===== src/rtl/gate_selftest_pkg.sv =====
// Shared definitions for the 2-input gate self-test driver.
//   state_e       : driver FSM states
//   NUM_VEC       : number of input vectors applied per run
//   TT_*          : truth tables for common gates, bit i = y for {a,b}=i
//   settle_limit  : converts the settle parameter to the 8-bit counter range
package gate_selftest_pkg;

  typedef enum logic [1:0] {
    IDLE   = 2'd0,
    APPLY  = 2'd1,
    REPORT = 2'd2
  } state_e;

  localparam int NUM_VEC = 4;

  localparam logic [3:0] TT_OR   = 4'b1110;
  localparam logic [3:0] TT_AND  = 4'b1000;
  localparam logic [3:0] TT_XOR  = 4'b0110;
  localparam logic [3:0] TT_NAND = 4'b0111;

  // The hold counter is 8 bits wide, so the settle count is taken modulo 256.
  function automatic logic [7:0] settle_limit(input int unsigned cycles);
    return cycles[7:0];
  endfunction

endpackage


===== src/rtl/gate_selftest_driver_settle_timer.sv =====
// gate_settle_timer: 8-bit hold counter for one test vector.
//   clk    : clock
//   rst    : synchronous active-high reset (count to 0)
//   clr    : load 0 at the next edge instead of counting
//   expire : high while count equals SETTLE_CYCLES
module gate_settle_timer
  import gate_selftest_pkg::*;
#(
  parameter int SETTLE_CYCLES = 2
) (
  input  logic clk,
  input  logic rst,
  input  logic clr,
  output logic expire
);

  localparam logic [7:0] LIMIT = settle_limit(SETTLE_CYCLES);

  logic [7:0] count_q;
  logic [7:0] count_d;

  always_comb begin
    count_d = count_q + 8'd1;
    if (clr) begin
      count_d = 8'd0;
    end
  end

  always_ff @(posedge clk) begin
    if (rst) begin
      count_q <= 8'd0;
    end else begin
      count_q <= count_d;
    end
  end

  assign expire = (count_q == LIMIT);

endmodule


===== src/rtl/gate_selftest_driver.sv =====
// gate_selftest_driver: drives a 2-input gate through {a,b} = 00,01,10,11,
// holds each vector SETTLE_CYCLES+1 cycles, compares y with TRUTH and
// publishes a per-vector mismatch mask at the end of the run.
//   clk      : clock
//   rst      : synchronous active-high reset
//   start    : begin a run (honoured in IDLE and REPORT)
//   a, b     : gate inputs (registered)
//   y        : gate output, sampled only on the last cycle of each vector
//   busy     : run in progress
//   done     : one-cycle end-of-run pulse
//   pass     : last run had no mismatches
//   fail_vec : bit i set if vector i mismatched in the last run
module gate_selftest_driver
  import gate_selftest_pkg::*;
#(
  parameter logic [3:0] TRUTH         = TT_OR,
  parameter int         SETTLE_CYCLES = 2
) (
  input  logic       clk,
  input  logic       rst,
  input  logic       start,
  output logic       a,
  output logic       b,
  input  logic       y,
  output logic       busy,
  output logic       done,
  output logic       pass,
  output logic [3:0] fail_vec
);

  localparam logic [1:0] LAST_IDX = 2'(NUM_VEC - 1);

  state_e     state_q, state_d;
  logic [1:0] idx_q, idx_d;
  logic       a_q, a_d;
  logic       b_q, b_d;
  logic       busy_q, busy_d;
  logic       done_q, done_d;
  logic       pass_q, pass_d;
  logic [3:0] fail_vec_q, fail_vec_d;
  logic [3:0] scratch_q, scratch_d;
  logic [3:0] scratch_upd;
  logic       timer_clr;
  logic       expire;

  gate_settle_timer #(
    .SETTLE_CYCLES(SETTLE_CYCLES)
  ) u_timer (
    .clk   (clk),
    .rst   (rst),
    .clr   (timer_clr),
    .expire(expire)
  );

  always_comb begin
    state_d     = state_q;
    idx_d       = idx_q;
    a_d         = a_q;
    b_d         = b_q;
    busy_d      = busy_q;
    done_d      = 1'b0;
    pass_d      = pass_q;
    fail_vec_d  = fail_vec_q;
    scratch_d   = scratch_q;
    timer_clr   = 1'b1;
    // Mismatch mask including the vector being compared this cycle.
    scratch_upd = scratch_q;
    if (y != TRUTH[idx_q]) begin
      scratch_upd[idx_q] = 1'b1;
    end

    case (state_q)
      // REPORT accepts start exactly like IDLE so runs can chain back-to-back.
      IDLE, REPORT: begin
        a_d     = 1'b0;
        b_d     = 1'b0;
        busy_d  = 1'b0;
        state_d = IDLE;
        if (start) begin
          state_d    = APPLY;
          idx_d      = 2'd0;
          busy_d     = 1'b1;
          pass_d     = 1'b0;
          fail_vec_d = 4'd0;
          scratch_d  = 4'd0;
        end
      end
      APPLY: begin
        // Counter restarts from 0 on the edge that ends a vector.
        timer_clr = expire;
        if (expire) begin
          scratch_d = scratch_upd;
          if (idx_q == LAST_IDX) begin
            state_d    = REPORT;
            a_d        = 1'b0;
            b_d        = 1'b0;
            busy_d     = 1'b0;
            done_d     = 1'b1;
            fail_vec_d = scratch_upd;
            pass_d     = (scratch_upd == 4'd0);
          end else begin
            idx_d      = idx_q + 2'd1;
            {a_d, b_d} = idx_q + 2'd1;
          end
        end
      end
      default: begin
        state_d = IDLE;
      end
    endcase
  end

  always_ff @(posedge clk) begin
    if (rst) begin
      state_q    <= IDLE;
      idx_q      <= 2'd0;
      a_q        <= 1'b0;
      b_q        <= 1'b0;
      busy_q     <= 1'b0;
      done_q     <= 1'b0;
      pass_q     <= 1'b0;
      fail_vec_q <= 4'd0;
      scratch_q  <= 4'd0;
    end else begin
      state_q    <= state_d;
      idx_q      <= idx_d;
      a_q        <= a_d;
      b_q        <= b_d;
      busy_q     <= busy_d;
      done_q     <= done_d;
      pass_q     <= pass_d;
      fail_vec_q <= fail_vec_d;
      scratch_q  <= scratch_d;
    end
  end

  assign a        = a_q;
  assign b        = b_q;
  assign busy     = busy_q;
  assign done     = done_q;
  assign pass     = pass_q;
  assign fail_vec = fail_vec_q;

endmodule


===== config.mk =====
export PLATFORM = sky130hd
export DESIGN_NAME = gate_selftest_driver
export DESIGN_NICKNAME = d
export VERILOG_FILES = /design/src/rtl/gate_selftest_pkg.sv /design/src/rtl/gate_selftest_driver_settle_timer.sv /design/src/rtl/gate_selftest_driver.sv
export SDC_FILE = /design/constraint.sdc
export NUM_CORES = 1
export LEC_CHECK = 0
export CAP_MARGIN = 15
export CELL_PAD_IN_SITES_DETAIL_PLACEMENT = 0
export CELL_PAD_IN_SITES_GLOBAL_PLACEMENT = 1
export CORE_AREA = 2 2 64 51
export DETAILED_ROUTE_END_ITERATION = 7
export DIE_AREA = 0 0 66 53
export PLACE_DENSITY = 0.83
export REMOVE_ABC_BUFFERS = 1
export SLEW_MARGIN = 5
export SYNTH_ARGS = -nofsm -noshare
export SYNTH_HDL_FRONTEND = slang
export SYNTH_SLANG_ARGS = --single-unit

===== constraint.sdc =====
create_clock -name clk -period 2 [get_ports clk]
set_input_delay 0.5 -clock clk [delete_from_list [all_inputs] [get_ports clk]]
set_output_delay 0.5 -clock clk [all_outputs]
set_load 0.1 [all_outputs]

[Word-level counts from Yosys, hierarchy flattened]
Cells that the tools add are included.
Operators by class
  multipliers: 0
  divide/modulo/power cells: 0
  shift-type cells: 0
  reductions and logical operators: 13
  magnitude comparators: 2
  bitwise operators: 3
  equal/unequal tests: 9
  multiplexer cells: 35
  add/subtract/negate cells: 2
Operators with widths (number)
  $mux 4: 5
  $pmux 4 s2: 2
  $mux 1: 15
  $mux 2: 5
  $add 8x1->8 const B: 1
  $eq 8x2->1 const B: 1
  $ne 2x2->1 const B: 4
  $pmux 1 s2: 4
  $pmux 2 s2: 2
  $reduce_and 4->1: 2
  $reduce_and 3->1: 2
  $eq 2x2->1 const B: 2
  $logic_not 4->1: 1
  $or 4x4->4: 1
  $reduce_and 2->1: 2
  $reduce_or 2->1: 2
  $lt 2x3->1 const B: 1
  $reduce_or 3->1: 1
  $add 2x1->2 const B: 1
  $bmux 1 s2: 1
  $demux 1 s2: 1
  $eq 2x1->1 const B: 1
  $ge 2x1->1 const B: 1
  $logic_not 2->1: 1
  other kinds (4): 5
Word-level totals
  register bits: 25
  bits in read-only memories: 0
  bits of input ports: 4
  memories kept: 0
  word-level logic and storage cells: 74
  latch bits: 0
  RAM bits: 0

[Depth between registers and ports, before layout]
Gate-level depths: netlist of run 1.
  depth in word-level cells: 10
  mapped depth: 7
  depth with buffers taken out: 6

[By module]
Synthesis of run 1 repeated with hierarchy kept, for this count alone.
Second synthesis, totals
  cell total of the unflattened synthesis: 124
  area total of the unflattened synthesis: 1114.8 um2
Modules (own cells, without submodules)
  gate_selftest_driver: cells each 85, times used 1, area each 765.7 um2, sequential area each 340.3 um2
  gate_settle_timer: cells each 39, times used 1, area each 349.1 um2, sequential area each 160.2 um2

[Least setup slack after synthesis of run 1]
No wires, ideal clock.
  kind: flip-flop to flip-flop
  start point: register idx_q[0]
  end point: register pass_q (netlist: pass)
  buffers on the path: 0
  setup time: 0.130 ns
  clock period less this slack: 1.452 ns
  arrival time: 1.322 ns
  path slack: 0.548 ns
  stages on the path, launching flop included: 7
  cells stage by stage: dfxtp_1 -> inv_1 -> ha_1 -> xnor2_1 -> o31ai_1 -> nand4_1 -> o22ai_1
On the way
  word-level cells in the longest chain between the ends: 10
  elaborated cells between the ends (all ways): 17
  those cells by class: 2 x order compare; 3 x eq/ne; 8 x mux; 1 x bitwise; 3 x reduce/logical
Ends and longest elaborated chain
  from (decl): line gate_selftest_driver.sv:34  | logic [1:0] idx_q, idx_d;
  from (signal assigned): line gate_selftest_driver.sv:126  | idx_q <= idx_d;
  $lt 2x3->1 (implied by the code) / $ge 2x1->1 (equally long branches): line gate_selftest_driver.sv:69  | scratch_upd[idx_q] = 1'b1;
  $logic_and 1x1->1 (implied by the code): line gate_selftest_driver.sv:69
  $mux 1 (implied by the code): line gate_selftest_driver.sv:69
  $demux 1 s2: line gate_selftest_driver.sv:69
  $or 4x4->4 (no source line)
  $mux 4: line gate_selftest_driver.sv:68  | if (y != TRUTH[idx_q]) begin
  $logic_not 4->1: line gate_selftest_driver.sv:100  | pass_d = (scratch_upd == 4'd0);
  $mux 1: line gate_selftest_driver.sv:93  | if (idx_q == LAST_IDX) begin
  $mux 1: line gate_selftest_driver.sv:91  | if (expire) begin
  $pmux 1 s2: line gate_selftest_driver.sv:72  | case (state_q)
  to (signal assigned): line gate_selftest_driver.sv:131  | pass_q <= pass_d;
  to (decl): line gate_selftest_driver.sv:39  | logic pass_q, pass_d;
Several ways; a longest one is shown, not always the timed one. The select of a mux whose other input is x is not followed.
A chain may end at the register's enable or synchronous reset.

[Worst setup path in the final report of run 1]
Ends and elaborated chain as after synthesis.

==> metrics.txt, run 1 <==
Global Route Usage Sum=0.1518; Max Slew Vio Count=0; PwrDens=745.6 mW/mm2; Final Cycle Share=0.8131; Ys Warns=0; Setup Fix Bufs, Post-CTS=0; global-route wire length before repair=3926 um; die width=between 60 and 70 um; ys async rst share=0; DP Wirelength=1676 um; CTS tree=done; Worst setup SP type=flop; crit end category=flop; Root Buffer=clkbuf_8; std cell rows=17; clock network power share=0.302; Min-Delay Path Depth=1; Die Ht=between 50 and 60 um; die area=about 0.0035 mm2; status=completed; initial antenna violation count=0; ratio of cells with drive above 1 in the final layout=0.1395; I/O pin cnt=13; I/O Buffers=12; switching share of power=0.2785; Final min period=1.626 ns; CP Data Arrival Time=between 1.5 and 2 ns; Mapped Avg Cell Area=between 9 and 10 um2; Fillers=306; Commonest cells post-synth=dfxtp_1, nor2_1, a21oi_1; DR vias=~900; critical path type=reg -> reg; clock slew at reported path FFs=~0.09 ns; Inserted Clock Buffers=3; pin count of the biggest net entering global routing=14; Post-DRT Antenna Nets=0; setup TNS=0 ns; #FFs+latches synth=25; drt first-iter violations=38; hold_buf cts=0; Layout Skew=between 0.005 and 0.006 ns; register area share after synthesis=0.4510; Initial Utilization=0.3894; Core Area=roughly 0.0029 mm2; Setup WS post-layout=~0.37 ns; TritonRoute pass-1 iters=4; RSZ-0062 raised after global routing=no; top-count cell post-synth=dfxtp_1; CP Max Fanout=7; Worst Hold Class=reg -> reg; Worst-Margin Slew=approximately 0.50 ns; drt drc=0; Setup-failing EPs final=0; number of global-route vias before repair=between 800 and 900; final net count=140; routability cong.=around 0.77; cell count after synthesis=approximately 120; leading area contributor after synthesis=dfxtp_1; Psw=~0.27 mW; Final Hold Viols=0; deepest clock path buffer count=2; GR Overflow Total=0; Post-Place Setup Slack=between 0.15 and 0.2 ns; Static Leakage=0.4984 nW; sequential share of power=0.542; H-Tree Depth=1; TritonCTS Sinks=25; Synth area leaders=dfxtp_1, ha_1, nor2_1, xor2_1, a21oi_1; post-DR vias/cell=around 5.2; Max-Cap Viols=0; total wire length=approximately 2300 um; area grow syn2layout=18.38%; top_reg_cell synth=dfxtp_1; Logic pwr share=0.156; normalized max-slew margin=0.6639; Worst R2R Path Depth=6; Synth top area share=0.4510; Post-synth EDFFs=0; post-synth cell types=29; f_max=just over 600 MHz; Mapped Area=0.001110 mm2; total power=about 0.98 mW; CTS resizes=0; Peak supply drop=approximately 0.00040 V; # diodes=0; worst-skew pair later-pin latency=about 0.27 ns; critical path required time=2.16 ns; P_int=~0.7 mW; wire length per cell=13.72 um
state kept, by name, summed over array words and instances (netlist names):
name             cells
busy                 1
a                    1
scratch_q            4
u_timer.count_q      8
fail_vec             4
state_q              2
b                    1
done                 1
idx_q                2
pass                 1
power groups by stage:
stage | logic, mW | clock network (mW) | registers [mW]
CTS | 0.152 | 0.306 | 0.530
floorplan | 0.0741 | 0 | 0.567
detailed placement | 0.151 | 0 | 0.542
global placement | 0.150 | 0 | 0.540
global route | 0.166 | 0.330 | 0.533
finish | 0.153 | 0.296 | 0.531
placed cells by master, fill, tap and decap left out, types with 4 or more instances in the layout:
master	n
o2bb2ai_1	4
inv_1	6
buf_4	7
nand4_1	4
nor2_1	14
a32oi_1	4
nand3_1	5
o21ai_0	4
a21oi_1	8
ha_1	6
dfxtp_1	25
xor2_1	5
logic make-up (layout without fill, tap and decap cells):
kind of cell,count (synthesis),in the layout,synth area share
AOI/OAI and AO/OA,30,30,0.1917
xor gates and xnor gates,7,7,0.05524
adders and majority gates,6,6,0.06764
buffers and inverters,10,23,0.04847
DFF,25,25,0.4510
and+or+nand+nor,38,38,0.1860
metal layers:
metal  GRT usage  wire, um
met5           0         0
met4     0.04082        10
met3     0.04681       130
met2      0.2256       975
met1      0.2128      1175
metrics by stage:
stage	hold WS (ns)	std cells	area [um2]	util
final	0.4872	167	1314	0.4609
after global routing	0.4964	167	1314	0.4609
after CTS	0.4833	167	1314	0.4609
after detailed placement	0.4544	163	1269	0.4451
after global placement	0.4515	163	1269	0.4451
after floorplan	0.4489	112	1079	-
path summary, 6_finish.rpt:
check | slack, ns | to | from
max | 0.37 | pass | idx_q[0]
min | 0.49 | fail_vec[0] | fail_vec[0]
max reg2reg | 0.37 | pass | idx_q[0]
min reg2reg | 0.49 | fail_vec[0] | fail_vec[0]
final cells by class:
cell class	count	area (um2)	share of cell area
clock buffers	4	45.04	0.03429
inverters	6	22.52	0.01714
multi-input cells	81	555.5	0.4229
flip-flops and latches	25	500.5	0.3810
well taps	38	47.55	0.03619
repair buffers	13	142.6	0.1086
critical path, cell delays in order, from the launching register on:
cell,delay (ns)
dfxtp_1,0.39
inv_1,0.10
ha_1,0.25
xnor2_1,0.45
o31ai_1,0.14
nand4_1,0.11
o22ai_1,0.07
(Power assumes the default switching activity.)
==> run 2, diff against run 1 <==
--- a/config.mk
+++ b/config.mk
@@ -8,10 +8,10 @@
 export CAP_MARGIN = 15
 export CELL_PAD_IN_SITES_DETAIL_PLACEMENT = 0
 export CELL_PAD_IN_SITES_GLOBAL_PLACEMENT = 1
-export CORE_AREA = 2 2 64 51
+export CORE_AREA = 2 2 67 53
 export DETAILED_ROUTE_END_ITERATION = 7
-export DIE_AREA = 0 0 66 53
-export PLACE_DENSITY = 0.83
+export DIE_AREA = 0 0 69 55
+export PLACE_DENSITY = 0.8
 export REMOVE_ABC_BUFFERS = 1
 export SLEW_MARGIN = 5
 export SYNTH_ARGS = -nofsm -noshare
==> constraint.sdc (replaced) <==
create_clock -name clk -period 1.47 [get_ports clk]
set_input_delay 0.3675 -clock clk [delete_from_list [all_inputs] [get_ports clk]]
set_output_delay 0.3675 -clock clk [all_outputs]
set_load 0.1 [all_outputs]
==> run 2 against run 1 <==
First-iteration DRC count rose by 150%. Final cell count up 8.4%. Count of clock-buffer cells in the layout unchanged. Routed wire length increased by 6.0%. Largest cell class unchanged. Flip-flop and latch count unchanged. Critical path type unchanged. Largest power group unchanged. Worst setup slack worse by 0.35 ns. Clock power up 32%. Global-route usage down 0.74 points.
==> metrics.txt, run 2 (synthesis gave the netlist of run 1 again) <==
DR vias=929 (+6.3%); total wire length=2429 um (+6.0%); Setup-failing EPs final=0 (unchanged); f_max=691.2 MHz (+12%); global-route wire length before repair=4284 um (+9.1%); Static Leakage=0.5806 nW (+16%); std cell rows=18 (+1); fin util=0.4821 (+0.02121); max FFs per register=8 (unchanged); total power=1.372 mW (+40%); PwrDens=902.8 mW/mm2 (+21%); Final min period=1.447 ns (-0.1793 ns); normalized max-slew margin=0.7724 (+0.1085); Max-Cap Viols=0 (unchanged); Post-DRT Antenna Nets=0 (unchanged); clock slew at reported path FFs=0.08 ns (about the same); Core Area=0.003153 mm2 (+11%); initial antenna violation count=0 (unchanged); Worst setup SP type=flop; drt drc=0 (unchanged); routability cong.=0.8065 (+4.2%); TritonCTS Sinks=25 (unchanged); Largest Register=u_timer.count_q; deepest clock path buffer count=2 (unchanged); Die Ht=55 um (+3.8%); status=completed; Inst Count DP=176 (+8.0%); Final Hold Viols=0 (unchanged); setup TNS=0 ns (unchanged); Layout Skew=0.007779 ns (+0.001853 ns); crit end category=flop; commonest non-fill, non-tap cell in the layout=dfxtp_1; pin count of the biggest net entering global routing=14 (unchanged); TritonRoute pass-1 iters=4 (unchanged); Worst-Margin Slew=0.3414 ns (-0.1591 ns); # diodes=0 (unchanged); ratio of cells with drive above 1 in the final layout=0.2837 (+0.1442); critical path required time=1.61 ns (-0.55 ns); DP Wirelength=1875 um (+12%); Final Cycle Share=0.9842 (+0.1712); Inserted Clock Buffers=3 (unchanged); critical path type=reg -> reg; Global Route Usage Sum=0.1445 (-0.007354); die area=0.003795 mm2 (+8.5%); Initial Utilization=0.3520 (-0.03739); post-DR vias/cell=5.133 (-1.9%); Worst Hold Class=reg -> reg; Peak supply drop=0.0005780 V (+43%); GR Overflow Total=0 (unchanged); Setup WS post-layout=0.02317 ns (-0.3507 ns); CP Max Fanout=9 (+2); wire length per cell=13.42 um (-2.2%); drt first-iter violations=94 (+150%); CP Data Arrival Time=1.59 ns (-0.20 ns); worst-skew pair later-pin latency=0.26 ns (about the same); Root Buffer=clkbuf_8; Post-Place Setup Slack=-0.1578 ns (-0.3360 ns); RSZ-0062 raised after global routing=yes; I/O Buffers=12 (unchanged); Max Slew Vio Count=0 (unchanged); H-Tree Depth=1 (unchanged); CTS tree=done; I/O pin cnt=13 (unchanged); non-filler instance count after layout=181 (+8.4%); die width=69 um (+4.5%); most frequent cells in the layout=dfxtp_1, nor2_1, buf_4; area grow syn2layout=36.98%; final net count=152 (+8.6%); number of global-route vias before repair=952 (+17%)
## run 2: cell count changes in the layout (fill, tap and decap cells not counted), sizes merged
cell,previous run,this run
buf,10,22
## run 2: per-layer routing
| metal | global-route usage | routed length (um) | vias up |
|---|---|---|---|
| met3 | 0.03804 | 135 | 6 |
| met4 | 0.05229 | 37 | 0 |
| met5 | 0 | 0 | - |
| met1 | 0.1868 | 1228 | 425 |
| met2 | 0.2388 | 1028 | 31 |
| li1 | - | - | 467 |
## run 2: cell type report
cell class	instances	area, um2
Fill cell	295	1633
Inverter	6	22.52
Multi-Input combinational cell	81	585.6
Timing Repair Buffer	25	311.5
Tap cell	40	50.05
Clock buffer	4	45.04
Sequential cell	25	505.5
## run 2: worst paths after layout
check         startpoint  slack [ns]          end  cells past startpoint
min          fail_vec[1]        0.52  fail_vec[1]                      1
min reg2reg  fail_vec[1]        0.52  fail_vec[1]                      1
max reg2reg     idx_q[1]        0.02  fail_vec[3]                      4
max             idx_q[1]        0.02  fail_vec[3]                      4
## run 2: what timing repair did
item,CTS,global route
pin swaps,3,5
gates resized for setup,1,11
setup endpoints to repair,4,13
setup buffers,1,0
hold endpoints to repair,0,0
hold buffers,0,0
## run 2: report_power, final
group	leakage [nW]	total, mW	switching, mW	internal (mW)
combinational	0.354	0.261	0.154	0.107
clock	0.0228	0.390	0.197	0.193
sequential	0.204	0.721	0.0224	0.699
## run 2: worst max-delay path, cell delays in order, from the launching register on
cell and delay (ns):
dfxtp_1 0.37, ha_1 0.37, nand2_1 0.16, o211a_4 0.30
o2bb2ai_1 0.13
## run 2: through the flow
step	area, um2	hold WS (ns)
6_report	1520	0.5188
5_1_grt	1520	0.5285
4_1_cts	1483	0.5173
3_5_place_dp	1429	0.4977
3_3_place_gp	1429	0.4727
2_1_floorplan	1079	0.4366
==> run 3, diff against run 2 <==
==> constraint.sdc (replaced) <==
create_clock -name clk -period 1.47 [get_ports clk]
set_input_delay 0.3675 -clock clk [delete_from_list [all_inputs] [get_ports clk]]
set_output_delay 0.3675 -clock clk [all_outputs]
set_load 0.02 [all_outputs]
==> run 3 against run 2 <==
Fmax rose by 2.1%. Count of clock-buffer cells in the layout fell by 1. Via count rose by 1.2%. Die area did not move. Hold slack got worse by 0.045 ns. Largest cell class unchanged. Final cell count rose by 3.3%. Clock skew fell by 0.0048 ns. Flip-flop and latch count did not move.
==> metrics.txt, run 3 (synthesis gave the netlist of run 1 again) <==
post-DR vias/cell=5.027 (-2.1%); Layout Skew=0.003023 ns (-0.004756 ns); DP Wirelength=1786 um (-4.8%); Design Area, Final=0.001465 mm2 (-3.6%); routability cong.=0.8200 (+1.7%); number of global-route vias before repair=918 (-3.6%); clock network power share=0.299 (+0.015); setup TNS=0 ns (unchanged); switching share of power=0.2613 (-0.01082); I/O pin cnt=13 (unchanged); Final min period=1.417 ns (-0.02953 ns); Peak supply drop=0.0005975 V (+3.4%); CTS tree=done; Inst Count DP=177 (+0.57%); met3 wire length=86 um (-36%); Root Buffer=clkbuf_8; Core Area=0.003153 mm2 (unchanged); DR vias=940 (+1.2%); Die Ht=55 um (unchanged); FF/Latch Area=504.2 um2 (-0.25%); drt drc=0 (unchanged); # diodes=0 (unchanged); final net count=158 (+3.9%); Initial Utilization=0.3520 (unchanged); sequential share of power=0.537 (+0.012); GR Overflow Total=0 (unchanged); wire length per cell=12.87 um (-4.1%); Inserted Clock Buffers=3 (unchanged); Post-DRT Antenna Nets=0 (unchanged); I/O Buffers=12 (unchanged); worst-skew pair later-pin latency=0.26 ns (about the same); clock slew at reported path FFs=0.08 ns (about the same); area grow syn2layout=32.02%; H-Tree Depth=1 (unchanged); Worst Hold Class=reg -> reg; critical path required time=1.63 ns (+0.02 ns); Worst setup SP type=flop; crit end category=flop; die area=0.003795 mm2 (unchanged); non-filler instance count after layout=187 (+3.3%); max FFs per register=8 (unchanged); Static Leakage=0.6042 nW (+4.1%); Global Route Usage Sum=0.1392 (-0.005276); die width=69 um (unchanged); global-route wire length before repair=4105 um (-4.2%); status=completed; deepest clock path buffer count=2 (unchanged); pin count of the biggest net entering global routing=15 (+1); initial antenna violation count=0 (unchanged); ratio of cells with drive above 1 in the final layout=0.2721 (-0.01158); Final Hold Viols=0 (unchanged); PwrDens=909.5 mW/mm2 (+0.75%); CP Max Fanout=5 (-4); total wire length=2406 um (-0.95%); normalized max-slew margin=0.8049 (+0.03249); area of the multi-input gates=590.6 um2 (+0.85%); commonest non-fill, non-tap cell in the layout=dfxtp_1; top sig layer=met4; most frequent cells in the layout=dfxtp_1, buf_4, nor2_1; CP Data Arrival Time=1.57 ns (-0.02 ns); Max Slew Vio Count=0 (unchanged); f_max=705.6 MHz (+2.1%); std cell rows=18 (unchanged); TritonCTS Sinks=25 (unchanged); Routed met2 length=1026 um (-0.19%); Final Cycle Share=0.9641 (-0.02009); P_int=0.9843 mW (-1.5%); critical path type=reg -> reg; Worst-Margin Slew=0.2900 ns (-0.05141 ns); RSZ-0062 raised after global routing=yes; Largest Register=u_timer.count_q; drt first-iter violations=52 (-45%); placed cell area=0.001346 mm2 (-5.8%); fin util=0.4647 (-0.01746); Psw=0.3483 mW (-6.8%); Max-Cap Viols=0 (unchanged); TritonRoute pass-1 iters=4 (unchanged); Fillers=313 (+6.1%); Setup-failing EPs final=0 (unchanged); Logic pwr share=0.164 (-0.026); Hold Slack=0.4739 ns (-0.04486 ns); M1 WL=1272 um (+3.6%)
-- run 3: metrics by stage --
step	power (mW)	setup slack [ns]
after floorplan	0.8362	0.02676
after global placement	0.9256	-0.06135
after detailed placement	0.9298	-0.1271
after CTS	1.329	0.002222
after global routing	1.406	-0.03515
final	1.333	0.05270
-- run 3: power by group through the flow --
stage,sequential (mW),clock [mW],combinational (mW)
finish,0.716,0.398,0.218
global route,0.720,0.448,0.239
CTS,0.713,0.411,0.205
detailed placement,0.729,0,0.200
global placement,0.728,0,0.198
floorplan,0.735,0,0.101
-- run 3: path summary, 6_finish.rpt --
path | start | end | slack (ns) | cells past startpoint
worst max-delay path | u_timer.count_q[0] | fail_vec[3] | 0.05 | 6
worst min-delay path | fail_vec[0] | fail_vec[0] | 0.47 | 1
worst max register to register | u_timer.count_q[0] | fail_vec[3] | 0.05 | 6
worst min register to register | fail_vec[0] | fail_vec[0] | 0.47 | 1
-- run 3: timing repair --
item                                    in CTS  in global routing
buffers inserted                             4                  2
endpoints found under the setup margin      13                 15
pin swaps                                    2                  3
hold buffers                                 0                  0
resized for setup                           10                 12
-- run 3: routing by layer --
layer / vias to the layer above / track usage
met1: 446 / 0.1813
li1: 479 / -
met2: 13 / 0.2308
met5: - / 0
met4: 0 / 0.03922
met3: 2 / 0.03986
-- run 3: cell type report --
| class | count | area share |
|---|---|---|
| timing repair buffer | 31 | 0.1716 |
| sequential | 25 | 0.3441 |
| tap | 40 | 0.03416 |
| inverter | 6 | 0.01537 |
| multi-input combinational | 81 | 0.4031 |
| clock inverter | 1 | 0.003416 |
| clock buffer | 3 | 0.02818 |
-- run 3: worst max-delay path: stages (launching register included) --
cell and delay, ns:
dfxtp_2 0.33, inv_2 0.05, ha_4 0.11, nor4b_4 0.24
nand2_2 0.16, o211a_4 0.28, o2bb2ai_1 0.13
